`config.mk`:
```
export PLATFORM = sky130hd
export DESIGN_NAME = rr_bus_arbiter
export DESIGN_NICKNAME = d
export VERILOG_FILES = /design/src/rtl/rr_bus_arbiter.sv
export SDC_FILE = /design/constraint.sdc
export NUM_CORES = 1
export LEC_CHECK = 0
export ABC_AREA = 1
export BUFFER_PORTS_ARGS = -buffer_cell sky130_fd_sc_hd__buf_2
export CORE_MARGIN = 2
export CORE_UTILIZATION = 60
export CTS_CLUSTER_DIAMETER = 30
export CTS_CLUSTER_SIZE = 8
export DETAILED_ROUTE_END_ITERATION = 7
export PLACE_DENSITY = 0.81
export RECOVER_POWER = 100
export SLEW_MARGIN = 30
export SYNTH_ARGS = -nofsm -noshare
export SYNTH_HDL_FRONTEND = slang
export SYNTH_SLANG_ARGS = --single-unit
```
`constraint.sdc`:
```
create_clock -name clk -period 3.09 [get_ports clk]
set_input_delay 0.4635 -clock clk [delete_from_list [all_inputs] [get_ports clk]]
set_output_delay 0.4635 -clock clk [all_outputs]
set_load 0.02 [all_outputs]
```
`src/rtl/rr_bus_arbiter.sv`:
```
// rr_bus_arbiter
//   Round-robin arbiter with bus-hold and timeout for a shared single-master
//   bus. The owner keeps the grant while it holds its request, up to MAX_HOLD
//   consecutive cycles (0 = unlimited). Ownership then passes to the next
//   requester in circular order, always with one dead cycle between owners.
//
// Ports
//   clk      rising-edge clock
//   rst      asynchronous active-low reset
//   req      per-requester level-sensitive request (req[i] <-> gnt[i])
//   gnt      one-hot-or-zero grant, registered
//   gnt_id   index of the current owner, 0 when the bus is idle
//   busy     high while any gnt bit is high
//   timeout  one-cycle pulse in the dead cycle after a forced release
module rr_bus_arbiter #(
    parameter int N        = 4,
    parameter int MAX_HOLD = 8,
    localparam int IW      = (N > 1) ? $clog2(N) : 1
) (
    input  logic          clk,
    input  logic          rst,
    input  logic [N-1:0]  req,
    output logic [N-1:0]  gnt,
    output logic [IW-1:0] gnt_id,
    output logic          busy,
    output logic          timeout
);

    // Counter must be at least one bit wide even when the timeout is disabled
    localparam int HW = (MAX_HOLD > 0) ? $clog2(MAX_HOLD + 1) : 1;
    localparam logic [HW-1:0] HOLD_MAX = HW'(MAX_HOLD);

    typedef enum logic [0:0] {
        IDLE  = 1'b0,
        GRANT = 1'b1
    } state_t;

    state_t          state_r;
    logic [IW-1:0]   ptr_r;
    logic [IW-1:0]   owner_r;
    logic [HW-1:0]   hold_cnt_r;

    logic            win_found_s;
    logic [IW-1:0]   win_idx_s;
    int              cand_s;
    logic            at_limit_s;

    // Explicit modulo-N increment; plain truncation would be wrong for non-power-of-2 N
    function automatic logic [IW-1:0] wrap_inc(input logic [IW-1:0] idx);
        logic [IW-1:0] nxt;
        if (idx == IW'(N - 1)) begin
            nxt = {IW{1'b0}};
        end else begin
            nxt = idx + IW'(1'b1);
        end
        return nxt;
    endfunction

    // Circular priority search starting at ptr; the first hit in search order wins
    always_comb begin
        win_found_s = 1'b0;
        win_idx_s   = {IW{1'b0}};
        cand_s      = 32'sd0;
        for (int k = 32'sd0; k < N; k++) begin
            cand_s = int'(ptr_r) + k;
            cand_s = (cand_s >= N) ? (cand_s - N) : cand_s;
            if (req[cand_s] && !win_found_s) begin
                win_found_s = 1'b1;
                win_idx_s   = cand_s[IW-1:0];
            end else begin
                win_found_s = win_found_s;
            end
        end
    end

    // Hold budget exhausted (never true when the timeout is disabled)
    always_comb begin
        if (MAX_HOLD != 0) begin
            at_limit_s = (hold_cnt_r >= HOLD_MAX);
        end else begin
            at_limit_s = 1'b0;
        end
    end

    // Arbitration FSM with registered outputs
    always_ff @(posedge clk or negedge rst) begin
        if (!rst) begin
            state_r    <= IDLE;
            ptr_r      <= {IW{1'b0}};
            owner_r    <= {IW{1'b0}};
            hold_cnt_r <= {HW{1'b0}};
            gnt        <= {N{1'b0}};
            gnt_id     <= {IW{1'b0}};
            busy       <= 1'b0;
            timeout    <= 1'b0;
        end else begin
            case (state_r)
                IDLE: begin
                    timeout <= 1'b0;
                    if (win_found_s) begin
                        state_r    <= GRANT;
                        owner_r    <= win_idx_s;
                        hold_cnt_r <= HW'(1'b1);
                        gnt        <= {{(N-1){1'b0}}, 1'b1} << win_idx_s;
                        gnt_id     <= win_idx_s;
                        busy       <= 1'b1;
                    end else begin
                        gnt        <= {N{1'b0}};
                        gnt_id     <= {IW{1'b0}};
                        busy       <= 1'b0;
                    end
                end
                GRANT: begin
                    if (req[owner_r] && !at_limit_s) begin
                        // Saturate so an unlimited hold cannot wrap the counter
                        if (hold_cnt_r != {HW{1'b1}}) begin
                            hold_cnt_r <= hold_cnt_r + HW'(1'b1);
                        end else begin
                            hold_cnt_r <= hold_cnt_r;
                        end
                        timeout <= 1'b0;
                    end else begin
                        // Release or forced release: dead cycle, pointer moves past owner
                        state_r    <= IDLE;
                        ptr_r      <= wrap_inc(owner_r);
                        hold_cnt_r <= {HW{1'b0}};
                        gnt        <= {N{1'b0}};
                        gnt_id     <= {IW{1'b0}};
                        busy       <= 1'b0;
                        timeout    <= req[owner_r];
                    end
                end
                default: begin
                    state_r    <= IDLE;
                    ptr_r      <= {IW{1'b0}};
                    owner_r    <= {IW{1'b0}};
                    hold_cnt_r <= {HW{1'b0}};
                    gnt        <= {N{1'b0}};
                    gnt_id     <= {IW{1'b0}};
                    busy       <= 1'b0;
                    timeout    <= 1'b0;
                end
            endcase
        end
    end

endmodule

```
==> flow_metrics.py, run 1 <==
metrics = {
    "placed_design": {
        "dp.cells": 184,
        "port-buffer-count": 13,
        "dp_hpwl_um": 1690,
        "pre_cts_ws_ns": 1.21,
        "place_area_um2": 1200,
        "place_congestion": 0.923,
    },
    "routing": {
        "wirelength_um": 2200,
        "wl_per_cell_um": 11.7,
        "postRouteAntennaNets": 0,
        "first_pass_iters": 4,
        "drcViolationCount": 0,
        "vias_per_cell": 5.21,
        "drt_iter0_markers": 14,
        "via_count": 979,
    },
    "clocking": {
        "cts_tree": "done",
        "cts_root_buf": "clkbuf_4",
        "cts_made_buffers": 3,
        "cts_hold_buffers": 0,
        "h-tree-depth": 1,
        "path_clk_slew_ns": 0.09,
        "ctsResizeCount": 0,
        "insertion_delay_ns": 0.29,
        "cts_sinks": 17,
        "clockBufferDepth": 2,
        "post_cts_buffers": 0,
    },
    "critical_path": {
        "startpoint": "ptr_r[0]",
        "end_kind": "flip-flop",
        "path_class": "reg -> reg",
        "cp_data_arrival_time_ns": 2.40,
        "startpoint_type": "flip-flop",
        "r2r_cells": 11,
        "cp_max_fo": 15,
        "r2r_start": "ptr_r[0]",
        "cp.required_ns": 3.28,
    },
    "sta": {
        "setup_viol_count_final": 0,
        "max_freq_mhz": 454,
        "finalCritPeriodShare": 0.713,
        "fin_setup_tns_ns": 0,
        "fin_crit_ns": 2.20,
        "rsz0062_at_grt": "no",
        "relSlewSlack": 0.398,
        "worst_pin_slew_ns": 0.902,
        "drv_slew": 0,
        "finalWorstSetupSlack_ns": 0.887,
        "hold_ws_ns": 0.264,
        "hold_viol": 0,
        "skew_ns": 0.00150,
    },
    "synthesis": {
        "synthArstFlopShare": 1.00,
        "yosys.area.top_type": "dfrtp_1",
        "syn_area_um2": 1120,
        "syn_inst": 148,
        "yosysWarnings": 0,
        "synth_edf_count": 0,
        "synth_commonest_cells": "53 x nand2_1, 17 x dfrtp_1, 15 x inv_1",
        "synth_top_cell_area_share": 0.379,
        "post-synth-top-count-cell": "nand2_1",
        "syn_area_per_cell_um2": 7.59,
        "synth.distinct_cells": 23,
        "ys_seq_area_frac": 0.379,
        "synth-main-ff-cell": "dfrtp_1",
        "syn_nets": 157,
        "synth-seq-cells": 17,
        "synth_area_leaders": "dfrtp_1 38%, nand2_1 18%, inv_1 5.0%, nand3_1 4.9%, nand2_2 4.5%",
    },
    "global_routing": {
        "antenna_found_initial": 0,
        "grt_start_max_net_pins": 18,
        "grt_pass1_vias": 860,
        "gr-total-overflow": 0,
        "grt_pass1_wl_um": 3640,
        "grtUsageTotal": 0.234,
    },
    "pwr": {
        "peakVddDrop_mv": 0.643,
        "powerDensity_nw_per_um2": 1130,
        "p_leak_nw": 0.657,
    },
    "floorplanning": {
        "rows": 15,
        "pin_count": 14,
        "core-area_um2": 1750,
        "die_x_um": 47.3,
        "die_h_um": 47.3,
        "initial_core_util": 0.644,
        "die-area_um2": 2230,
    },
    "layout": {
        "area_growth_pct": 5.57,
        "finalNetCount": 173,
        "diodes": 0,
        "fillCellCount": 159,
        "instances_no_fill": 188,
        "final_area_um2": 1190,
        "drive_gt1_frac": 0.147,
    },
    "run_status": {
        "status": "finished clean",
    },
    "flow_run": {
        "drv_cap": 0,
    },
    "hold_path": {
        "hold_path.class": "in -> async",
    },
}
[registers in the layout, summed over array words and instances (netlist names)]
signal      cells
state_r         1
ptr_r           2
gnt_id          2
owner_r         2
timeout         1
gnt             4
hold_cnt_r      4
busy            1
[placed cells by master (no fill, tap or decap), drive strengths merged]
master,n
nand2,65
inv,18
dfrtp,17
nand3,15
clkbuf,12
o21ai,8
nor2,6
a21oi,5
buf,4
nand4,3
ha,3
o31ai,2
clkinv,2
nand3b,1
xnor2,1
o211ai,1
[layout make-up]
cell class,instances,area (um^2),area share
multi-input combinational,110,577,0.486
tap,25,31.3,0.0264
inverter,19,71.3,0.0601
timing repair buffer,13,53.8,0.0454
clock buffer,3,22.5,0.0190
clock inverter,1,5.00,0.00422
sequential,17,425,0.359
[metrics by stage]
step	power [mW]	utilization
after floorplan	1.12	-
after global routing	1.49	0.680
after global placement	1.26	0.690
final	1.34	0.680
after CTS	1.41	0.705
after detailed placement	1.28	0.690
[kinds of logic (layout without fill, tap and decap cells)]
group | after synthesis | in the layout | synth area share
buffers and inverters | 21 | 36 | 0.0779
flip-flops | 17 | 17 | 0.379
AND/OR/NAND/NOR | 90 | 90 | 0.408
XOR/XNOR | 1 | 1 | 0.00780
adder cells (fa/ha/maj) | 3 | 3 | 0.0334
AO/OA/AOI/OAI | 16 | 16 | 0.0946
[where the power goes]
group          leakage, nW  internal (mW)  total (mW)  switching [mW]
Clock               0.0177         0.0482       0.118          0.0693
Combinational        0.423          0.262       0.826           0.563
Sequential           0.216          0.306       0.394          0.0874
[final timing paths]
path / to / slack [ns]
min reg2reg: gnt[2] / 0.48
max: gnt[0] / 0.89
max in group asynchronous: busy / 2.28
min: hold_cnt_r[0] / 0.26
min in group clk: gnt[2] / 0.48
max reg2reg: gnt[0] / 0.89
[routing by layer]
metal	GRT usage	vias to the layer above	wire length (um)	part of all wire
li1	-	502	-	-
met1	0.314	451	975	0.44
met2	0.370	21	1090	0.50
met3	0.0577	5	99	0.045
met4	0.0722	0	27	0.012
met5	0	-	0	0
[critical path: stages (launching register included)]
cell      delay (ns)
dfrtp_1         0.65
inv_1           0.27
nand2_1         0.11
nand2_1         0.10
nand2_1         0.11
nand2_1         0.17
nor2_8          0.18
nand3b_2        0.10
nand2_1         0.15
inv_1           0.13
nand3_2         0.09
nand2_1         0.05
Note: power is estimated with default switching activity, not from simulation.
==> run 2: changes to the inputs <==
CORE_UTILIZATION = 56   (was 60)
PLACE_DENSITY = 0.76   (was 0.81)
clock period = 2.1 ns   (was 3.09 ns; I/O delays follow)
==> flow_metrics.py, run 2 (synthesis results as in run 1) <==
metrics = {
    "run_status": {
        "status": "finished clean",
    },
    "layout": {
        "diodes": 0,
        "mostFrequentLayoutCell": "nand2_1",
        "layout_common_cells": "54 x nand2_1, 17 x dfrtp_1, 15 x inv_1, 11 x nand3_1, 10 x clkbuf_1",
        "area_growth_pct": 8.46,
        "top_regs": "gnt x4, hold_cnt_r x4",
        "finalNetCount": 175,
        "final_area_um2": 1220,
        "drive_gt1_frac": 0.194,
    },
    "placed_design": {
        "port-buffer-count": 13,
        "dp_hpwl_um": 1650,
        "place_congestion": 0.882,
        "place_area_um2": 1210,
    },
    "floorplanning": {
        "core-area_um2": 1920,
        "pin_count": 14,
        "rows": 16,
        "initial_core_util": 0.585,
        "die_h_um": 48.8,
        "die-area_um2": 2380,
        "die_x_um": 48.8,
    },
    "clocking": {
        "cts_sinks": 17,
        "insertion_delay_ns": 0.29,
        "cts_tree": "done",
        "cts_hold_buffers": 1,
        "ctsResizeCount": 0,
        "post_cts_buffers": 0,
        "h-tree-depth": 1,
        "clockBufferDepth": 2,
        "cts_made_buffers": 3,
        "cts_root_buf": "clkbuf_4",
        "path_clk_slew_ns": 0.10,
    },
    "sta": {
        "fin_crit_ns": 1.90,
        "finalCritPeriodShare": 0.903,
        "relSlewSlack": 0.387,
        "drv_slew": 0,
        "rsz0062_at_grt": "no",
        "worst_pin_slew_ns": 0.920,
        "skew_ns": 0.0100,
        "max_freq_mhz": 528,
        "hold_viol": 0,
        "fin_setup_tns_ns": 0,
        "setup_viol_count_final": 0,
    },
    "critical_path": {
        "cp_data_arrival_time_ns": 2.08,
        "startpoint": "ptr_r[0]",
        "cp.required_ns": 2.29,
        "r2r_start": "ptr_r[0]",
        "startpoint_type": "flip-flop",
        "path_class": "reg -> reg",
        "end_kind": "flip-flop",
        "cp_max_fo": 15,
    },
    "global_routing": {
        "grt_pass1_vias": 893,
        "grt_start_max_net_pins": 18,
        "gr-total-overflow": 0,
        "antenna_found_initial": 0,
        "grtUsageTotal": 0.204,
        "grt_pass1_wl_um": 3780,
    },
    "pwr": {
        "powerDensity_nw_per_um2": 1650,
        "peakVddDrop_mv": 0.865,
        "p_leak_nw": 0.661,
    },
    "routing": {
        "wl_per_cell_um": 11.2,
        "drt_iter0_markers": 16,
        "wirelength_um": 2150,
        "postRouteAntennaNets": 0,
        "via_count": 987,
        "drcViolationCount": 0,
        "first_pass_iters": 4,
        "vias_per_cell": 5.14,
    },
    "hold_path": {
        "hp-start": "gnt[3]",
        "hold_path.class": "reg -> reg",
    },
    "flow_run": {
        "drv_cap": 0,
    },
}
run 2: worst paths after layout:
kind / depth (start not counted) / slack [ns] / to
min reg2reg: 2 / 0.49 / gnt[3]
max in group asynchronous: 2 / 0.85 / gnt[2]
max: 11 / 0.20 / gnt[0]
min in group asynchronous: 2 / 0.68 / hold_cnt_r[0]
min: 2 / 0.49 / gnt[3]
max reg2reg: 11 / 0.20 / gnt[0]
run 2: power by group:
group          leakage, nW  switching, mW  internal, mW  total, mW
sequential           0.216          0.125         0.451      0.576
clock               0.0150          0.101        0.0739      0.175
combinational        0.430          0.844         0.414       1.26
total                0.661           1.07         0.939       2.01
run 2: routing by layer:
metal	track usage	part of all wire	wire [um]	vias to the layer above
met4	0.100	0.024	51	0
met1	0.282	0.47	1020	455
met2	0.320	0.46	984	20
met5	0	0	0	-
met3	0.0245	0.042	91	6
li1	-	-	-	506
run 2: cell type report:
type                       count  area [um^2]
sequential                    17          425
inverter                      19         71.3
timing repair buffer          15         71.3
tap                           27         33.8
multi-input combinational    110          591
clock buffer                   4         26.3
fill                         192          703
run 2: worst max-delay path, cell delays in order (launching register included):
cell and delay, ns:
dfrtp_1 0.66, inv_2 0.16, nand2_1 0.11, nand2_2 0.09, nand2_4 0.09, nand2_4 0.06, nor2_4 0.16, nand3b_2 0.14
nand2_2 0.12, inv_2 0.07, nand3_2 0.07, nand2_1 0.04
run 2: per-stage QoR:
| step | setup slack (ns) | hold WS, ns | util | cells | total power, mW |
|---|---|---|---|---|---|
| floorplan | 0.690 | 0.0194 | - | 148 | 1.65 |
| global placement | 0.274 | 0.251 | 0.632 | 187 | 1.87 |
| finish | 0.204 | 0.486 | 0.634 | 192 | 2.01 |
| global route | 0.0208 | 0.513 | 0.634 | 192 | 2.23 |
| CTS | 0.233 | 0.468 | 0.650 | 192 | 2.08 |
| detailed placement | 0.255 | 0.259 | 0.632 | 187 | 1.89 |
==> run 3: changes to the inputs <==
CORE_MARGIN = default   (was 2)
CORE_UTILIZATION = 40   (was 56)
PLACE_DENSITY = 0.58   (was 0.76)
==> flow_metrics.py, run 3 (synthesis results as in run 1) <==
metrics = {
    "floorplanning": {
        "die-area_um2": 3030,
        "initial_core_util": 0.438,
        "die_x_um": 55,
        "die_h_um": 55,
        "core-area_um2": 2570,
        "rows": 18,
        "pin_count": 14,
    },
    "critical_path": {
        "cp_slowest_cell": "dfrtp_1",
        "worst-path-buf-inv": 2,
        "startpoint_type": "flip-flop",
        "crit_family": "simple AND/OR/NAND/NOR gates",
        "path_class": "reg -> reg",
        "cp.required_ns": 2.31,
        "cp_data_arrival_time_ns": 2.00,
        "cp_max_fo": 10,
        "end_kind": "flip-flop",
        "crit_top_cell": "nand2_1",
        "cp_cell_sequence": "inv_1, nand2_1, nand2_2, nand2_1, o21ai_1, nand3b_2, nand2_1, inv_2, nand3_2, nand2_1",
        "rrSetupSlack_ns": 0.31,
        "cpPeakStageDelay_ns": 0.51,
    },
    "layout": {
        "drive_gt1_frac": 0.199,
        "mostFrequentLayoutCell": "nand2_1",
        "layout_common_cells": "54 x nand2_1, 17 x dfrtp_1, 16 x inv_1, 11 x nand3_1, 9 x clkbuf_1",
        "diodes": 0,
        "fillCellCount": 271,
        "area_growth_pct": 11.0,
        "top_regs": "gnt x4, hold_cnt_r x4",
        "finalNetCount": 176,
    },
    "clocking": {
        "cts_tree": "done",
        "clockBufferDepth": 2,
        "path_clk_slew_ns": 0.11,
        "cts_made_buffers": 3,
        "post_cts_buffers": 0,
        "h-tree-depth": 1,
        "cts_root_buf": "clkbuf_4",
        "cts_sinks": 17,
        "insertion_delay_ns": 0.30,
    },
    "sta": {
        "drv_slew": 0,
        "relSlewSlack": 0.385,
        "skew_ns": 0.0120,
        "max_freq_mhz": 557,
        "hold_viol": 0,
        "worst_pin_slew_ns": 0.923,
        "setup_viol_count_final": 0,
        "finalCritPeriodShare": 0.854,
        "fin_crit_ns": 1.79,
        "rsz0062_at_grt": "no",
        "fin_setup_tns_ns": 0,
        "finalWorstSetupSlack_ns": 0.306,
    },
    "pwr": {
        "intPower_mw": 0.964,
        "power.switching_mw": 1.12,
        "powerDensity_nw_per_um2": 1670,
        "switching_share": 0.538,
        "comb_power_share": 0.645,
        "peakVddDrop_mv": 0.919,
        "p_leak_nw": 0.675,
        "seq_power_share": 0.267,
        "fin_total_pwr_mw": 2.09,
        "clkPwrFrac": 0.088,
    },
    "routing": {
        "wl_per_cell_um": 11.6,
        "drt_iter0_markers": 23,
        "vias_per_cell": 4.89,
        "postRouteAntennaNets": 0,
        "via_count": 958,
        "wirelength_um": 2280,
        "first_pass_iters": 4,
        "drcViolationCount": 0,
    },
    "placed_design": {
        "place_congestion": 0.815,
        "port-buffer-count": 13,
        "dp_hpwl_um": 1830,
        "pre_cts_ws_ns": 0.454,
    },
    "global_routing": {
        "grt_start_max_net_pins": 18,
        "grtUsageTotal": 0.178,
        "grt_pass1_vias": 847,
        "gr-total-overflow": 0,
        "antenna_found_initial": 0,
        "grt_pass1_wl_um": 3800,
    },
    "run_status": {
        "status": "finished clean",
    },
    "flow_run": {
        "drv_cap": 0,
    },
    "hold_path": {
        "hold_path.class": "reg -> reg",
    },
}
## run 3: final timing paths
| path | start | end | cells after the start |
|---|---|---|---|
| worst max-delay path | ptr_r[0] | gnt[0] | 10 |
| worst min-delay path | gnt[0] | gnt[0] | 2 |
| worst max register to register | ptr_r[0] | gnt[0] | 10 |
| worst min register to register | gnt[0] | gnt[0] | 2 |
| max in group asynchronous | rst | hold_cnt_r[0] | 2 |
| min in group asynchronous | rst | state_r | 2 |
## run 3: cell type report
class	count	area, um^2	area share
multi-input cells	110	604	0.484
flip-flops and latches	17	425	0.341
repair buffers	16	78.8	0.0632
inverters	19	71.3	0.0572
well taps	30	37.5	0.0301
clock buffers	3	22.5	0.0181
clock inverters	1	7.51	0.00602
## run 3: metrics by stage
stage,util,instances,hold slack [ns],instance area [um^2]
2_1_floorplan,-,148,0.0194,1120
3_3_place_gp,0.477,191,0.259,1220
3_5_place_dp,0.477,191,0.266,1220
4_1_cts,0.493,196,0.462,1260
5_1_grt,0.486,196,0.516,1250
6_report,0.486,196,0.498,1250
## run 3: power by group through the flow
| stage | sequential, mW | combinational [mW] | clock [mW] |
|---|---|---|---|
| finish | 0.558 | 1.35 | 0.184 |
| global route | 0.578 | 1.52 | 0.198 |
| CTS | 0.558 | 1.38 | 0.191 |
| detailed placement | 0.564 | 1.37 | 0 |
| global placement | 0.558 | 1.36 | 0 |
| floorplan | 0.596 | 1.05 | 0 |
## run 3: timing repair
item / CTS / global route
hold buffers: 1 / 0
hold endpoints to repair: 17 / 0
resized for setup: 0 / 0
## run 3: worst register-to-register path, cell delays in order, from the launching register on
cell      delay, ns
dfrtp_1        0.51
inv_1          0.21
nand2_1        0.11
nand2_2        0.09
nand2_1        0.10
o21ai_1        0.09
nand3b_2       0.22
nand2_1        0.16
inv_2          0.09
nand3_2        0.07
nand2_1        0.05
## run 3: per-layer routing
layer  routed length (um)  GRT usage  vias to the layer above
met5                    0          0                        -
met4                   14     0.0500                        0
met3                   67     0.0492                        2
met2                  990      0.261                       11
met1                 1210      0.255                      438
li1                     -          -                      507
